$ cat src/rtl/video_timing_gen.sv
// video_timing_gen: raster timing (hs/vs/de/x/y/frame_start) on pix_clk, started after a settled pll_lock; optional colour bars under VIDEO_TIMING_PATTERN_EN (adds rgb[23:0])
module video_timing_gen #(
  parameter int H_ACTIVE = 1280,
  parameter int H_FP = 110,
  parameter int H_SYNC = 40,
  parameter int H_BP = 220,
  parameter int V_ACTIVE = 720,
  parameter int V_FP = 5,
  parameter int V_SYNC = 5,
  parameter int V_BP = 20,
  parameter logic HS_POL = 1'b1,
  parameter logic VS_POL = 1'b1,
  parameter int LOCK_WAIT = 1024
) (
  input logic pix_clk,
  input logic rst,
  input logic pll_lock,
  output logic hs,
  output logic vs,
  output logic de,
  output logic [11:0] x,
  output logic [11:0] y,
  output logic frame_start,
  output logic running
`ifdef VIDEO_TIMING_PATTERN_EN
  ,
  output logic [23:0] rgb
`endif
);
  localparam logic [11:0] HA = 12'(H_ACTIVE);
  localparam logic [11:0] HS0 = 12'(H_ACTIVE + H_FP);
  localparam logic [11:0] HS1 = 12'(H_ACTIVE + H_FP + H_SYNC);
  localparam logic [11:0] HT1 = 12'(H_ACTIVE + H_FP + H_SYNC + H_BP - 1);
  localparam logic [11:0] VA = 12'(V_ACTIVE);
  localparam logic [11:0] VS0 = 12'(V_ACTIVE + V_FP);
  localparam logic [11:0] VS1 = 12'(V_ACTIVE + V_FP + V_SYNC);
  localparam logic [11:0] VT1 = 12'(V_ACTIVE + V_FP + V_SYNC + V_BP - 1);
  localparam int SW = $clog2(LOCK_WAIT + 1);
  localparam logic [SW-1:0] SETTLE_END = SW'(LOCK_WAIT - 1);
  typedef enum logic [1:0] {WAIT_LOCK, SETTLE, RUN} state_t;
  state_t state, state_n;
  logic lock_m, lock_s;
  logic [SW-1:0] settle, settle_n;
  logic [11:0] h_cnt, v_cnt, h_n, v_n;
  logic act, h_end, v_end, de_d;
  always_ff @(posedge pix_clk) begin
    if (rst) begin
      lock_m <= 1'b0;
      lock_s <= 1'b0;
      state <= WAIT_LOCK;
      settle <= '0;
      h_cnt <= '0;
      v_cnt <= '0;
    end else begin
      lock_m <= pll_lock;
      lock_s <= lock_m;
      state <= state_n;
      settle <= settle_n;
      h_cnt <= h_n;
      v_cnt <= v_n;
    end
  end
  assign h_end = h_cnt == HT1;
  assign v_end = v_cnt == VT1;
  always_comb begin
    state_n = state;
    settle_n = '0;
    h_n = '0;
    v_n = '0;
    case (state)
      WAIT_LOCK: state_n = lock_s ? SETTLE : WAIT_LOCK;
      SETTLE: begin
        state_n = !lock_s ? WAIT_LOCK : settle == SETTLE_END ? RUN : SETTLE;
        settle_n = (lock_s && settle != SETTLE_END) ? settle + 1'b1 : '0;
      end
      RUN: begin
        state_n = lock_s ? RUN : WAIT_LOCK;
        h_n = (!lock_s || h_end) ? '0 : h_cnt + 1'b1;
        v_n = !lock_s ? '0 : !h_end ? v_cnt : v_end ? '0 : v_cnt + 1'b1;
      end
      default: state_n = WAIT_LOCK;
    endcase
  end
  // Decode is registered, so outputs trail the counters (and the state) by one cycle.
  assign act = state == RUN;
  assign de_d = act && h_cnt < HA && v_cnt < VA;
  always_ff @(posedge pix_clk) begin
    if (rst) begin
      hs <= ~HS_POL;
      vs <= ~VS_POL;
      de <= 1'b0;
      x <= '0;
      y <= '0;
      frame_start <= 1'b0;
      running <= 1'b0;
    end else begin
      hs <= (act && h_cnt >= HS0 && h_cnt < HS1) ? HS_POL : ~HS_POL;
      vs <= (act && v_cnt >= VS0 && v_cnt < VS1) ? VS_POL : ~VS_POL;
      de <= de_d;
      x <= de_d ? h_cnt : '0;
      y <= de_d ? v_cnt : '0;
      frame_start <= act && h_cnt == '0 && v_cnt == '0;
      running <= act;
    end
  end
`ifdef VIDEO_TIMING_PATTERN_EN
  localparam logic [11:0] BW = 12'((H_ACTIVE / 8) > 0 ? H_ACTIVE / 8 : 1);
  logic [11:0] bar_q;
  logic [2:0] bar;
  assign bar_q = h_cnt / BW;
  assign bar = bar_q > 12'd7 ? 3'd7 : bar_q[2:0];
  // Bar index bits map directly onto channels: R off for bars 2,3,6,7; G off for 4..7; B off for odd bars.
  always_ff @(posedge pix_clk) begin
    if (rst) rgb <= '0;
    else rgb <= de_d ? {{8{~bar[1]}}, {8{~bar[2]}}, {8{~bar[0]}}} : 24'h0;
  end
`endif
endmodule

$ cat config.mk
export PLATFORM = sky130hd
export DESIGN_NAME = video_timing_gen
export DESIGN_NICKNAME = d
export VERILOG_FILES = /design/src/rtl/video_timing_gen.sv
export SDC_FILE = /design/constraint.sdc
export NUM_CORES = 1
export LEC_CHECK = 0
export ABC_AREA = 1
export CAP_MARGIN = 20
export CORE_UTILIZATION = 25
export DETAILED_ROUTE_END_ITERATION = 10
export PLACE_DENSITY = 0.51
export SLEW_MARGIN = 20
export SYNTH_ARGS = -nofsm -noshare
export SYNTH_HDL_FRONTEND = slang
export SYNTH_SLANG_ARGS = --single-unit
$ cat constraint.sdc
create_clock -name pix_clk -period 3.5 [get_ports pix_clk]
set_input_delay 0.35 -clock pix_clk [delete_from_list [all_inputs] [get_ports pix_clk]]
set_output_delay 0.35 -clock pix_clk [all_outputs]
set_load 0.03 [all_outputs]
==> results.tsv <==
metric	value	unit
status	completed	
largest net degree at the start of global routing	23	
# rows	38	
mapped cell area	2872	um2
Initial Util	26.03	%
syn_area_per_cell	7.597	um2
Min Clock Period, post-route	1.936	ns
met3 GRT Util	3.527	%
Final Max Tran Viols	0	
Tot Pwr	1749	uW
worst slack, placed	1.109	ns
area grow syn2layout	26.41	%
Least-Margin Pin Slew	0.9177	ns
# setup viols final	0	
CORE AREA	11030	um2
RSZ-0062 raised after global routing	no	
# DRC	0	
CTS tree	built	
die height	109.2	um
sw frac	19.57	%
Slew headroom	38.65	%
layout cells sized above 1	8.095	%
HPWL Detailed	4.601	mm
post_cts resized	0	
total grt overflow	0	
final hold slack	0.4067	ns
Hold Buf Count CTS	0	
commonest non-fill, non-tap cell in the layout	nor2_1	
nets	426	
Longest Clk Path Bufs	2	
Clock Power Share	54.7	%
crit path from	rst	
Arr. time, crit path	2.17	ns
Final Hold Fails	0	
RR Startpoint	v_cnt[8]	
dpl cells	544	
number of synthesis warnings	0	
Synth Area in Compound Gates	5.316	%
post-synth cell types	29	
antenna-violating nets left	0	
multiplexer area fraction after synthesis	0	%
max-cap viol count	0	
hold_sp	lock_m	
first-pass GRT wire length	10.75	mm
Post-Route WL	6.341	mm
# port buffers	31	
Final GP Congestion	0.8523	
GR peak layer	met2	
clock root cell	clkbuf_16	
area share of fa/ha/maj cells after synthesis	3.486	%
worst hold path class	reg -> reg	
CP Capture Type	flip-flop	
M2 GR Usage	18.33	%
H-tree Lvls	3	
final worst path period share	55.33	%
post-synthesis simple-gate area fraction	32.11	%
CP required	3.74	ns
Post-Synth XOR/XNOR Area	3.050	%
Seq/Total Area, Yosys	47.41	%
Ant. Diodes	0	
All-Layer GR Usage	11.95	%
die area	11920	um2
drt first pass iters	5	
Clock Skew	0.005014	ns
PD cells	481.7	nW/um2
CP max FO	22	
commonest cells after routing, fill and taps aside	nor2_1 (76), nand2_1 (73), dfxtp_1 (68)	
area of the multi-input gates	1274	um2
Comb pwr share	0.8	%
number of global-route vias before repair	2287	
clock sink count	68	
Final Non-Filler Cells	560	
Critical Path Source Type	input port	
#FFs+latches synth	68	
DR vias/cell	4.296	
Layout fillers	1207	
Setup Buffers After CTS	0	
via count	2406	
maximum clock frequency	516.4	MHz
Worst-path clk slew	0.06	ns
switching pwr	342.3	uW
Internal Pwr Total	1406	uW
Reg power frac	44.5	%
met1 GRT Util	15.25	%
Setup CP Type	in -> reg	
# IOs	32	
largest family of logic cells by synthesized area	simple AND/OR/NAND/NOR gates	
Num CTS Buffers	9	
Avg WL per Cell	11.32	um
leakage power	0.001301	uW
antenna violations before repair	0	
DR iter-0 viols	94	
Post-Synthesis Cells	378	
width of the die	109.2	um
Clock Latency Late Sink	0.33	ns
VDD IR max	0.2988	mV
Fin Setup TNS	0	ns
final worst-path setup slack	1.564	ns
register area	1361	um2
-- metrics by stage --
stage / utilization [%] / instance area, um2
4_1_cts: 32.91 / 3630
3_5_place_dp: 30.03 / 3312
2_1_floorplan: - / 2879
3_3_place_gp: 30.03 / 3312
6_report: 32.91 / 3630
5_1_grt: 32.91 / 3630
-- flip-flops by register name (all words and copies together), names as in the netlist, 2 cells and up --
name and flops:
h_cnt 12, v_cnt 12, x 12, y 12
settle 11, state 2
-- power groups by stage --
stage               clock network [uW]  registers, uW  logic [uW]
floorplan                            0            799        2.54
global placement                     0            795        13.0
detailed placement                   0            795        13.1
CTS                                987            778        13.2
global route                      1020            778        14.1
finish                             957            778        13.1
-- path summary, 6_finish.rpt --
check | cells after the start | slack [ns] | to
hold reg to reg | 2 | 0.41 | lock_s
setup reg to reg | 6 | 1.65 | y[9]
hold / removal | 2 | 0.41 | lock_s
setup / recovery | 6 | 1.56 | y[9]
-- cells by family after synthesis --
group	Yosys count
adder cells (fa/ha/maj)	8
buffers and inverters	58
AO/OA/AOI/OAI	26
other	1
AND/OR/NAND/NOR	207
flip-flops	68
XOR/XNOR	10
-- synth_stat cells --
master     n  share of area, %
nor2_1    76               9.9
o21ai_4    1              0.57
nor3_2     1              0.35
a31oi_1    1              0.22
o21ai_0    5              0.87
inv_2      3              0.39
nor3_1     7               1.2
xor2_1     7               2.1
nand2_2    4              0.87
nand2_4    1              0.39
nand3_1   22               3.8
nand4_1   12               2.6
a21oi_1   12               2.1
ha_1       8               3.5
nor2_2     3              0.65
nand2_1   73               9.5
buf_2      3              0.52
nor2_4     4               1.6
nor4_1     2              0.44
nand3_2    2              0.70
dfxtp_1   68                47
o21ai_1    3              0.52
buf_6      2              0.78
xnor2_1    3              0.92
o211ai_1   2              0.52
buf_4      2              0.52
inv_1     48               6.3
conb_1     1              0.13
a211oi_1   2              0.52
-- final cells by class --
type	count	area share, %
inverter	51	5.274
tap	140	4.826
clock buffer	10	6.308
clock inverter	6	2.447
timing repair buffer	31	8.549
multi-input combinational	254	35.09
sequential	68	37.50
-- worst max-delay path, cell delays in order --
cell	delay, ns
clkdlybuf4s50_1	0.49
nor2_4	0.18
inv_2	0.07
nor2_1	0.13
nand3_1	0.65
nor2_1	0.30
-- routing by layer --
metal	part of all wire (%)	wire length, um	vias to the layer above
met5	0	0	-
met1	49	3125	1079
met2	44	2762	60
met4	1.8	111	0
met3	5.4	341	8
li1	-	-	1259
Power figures use the tool's default switching activity.
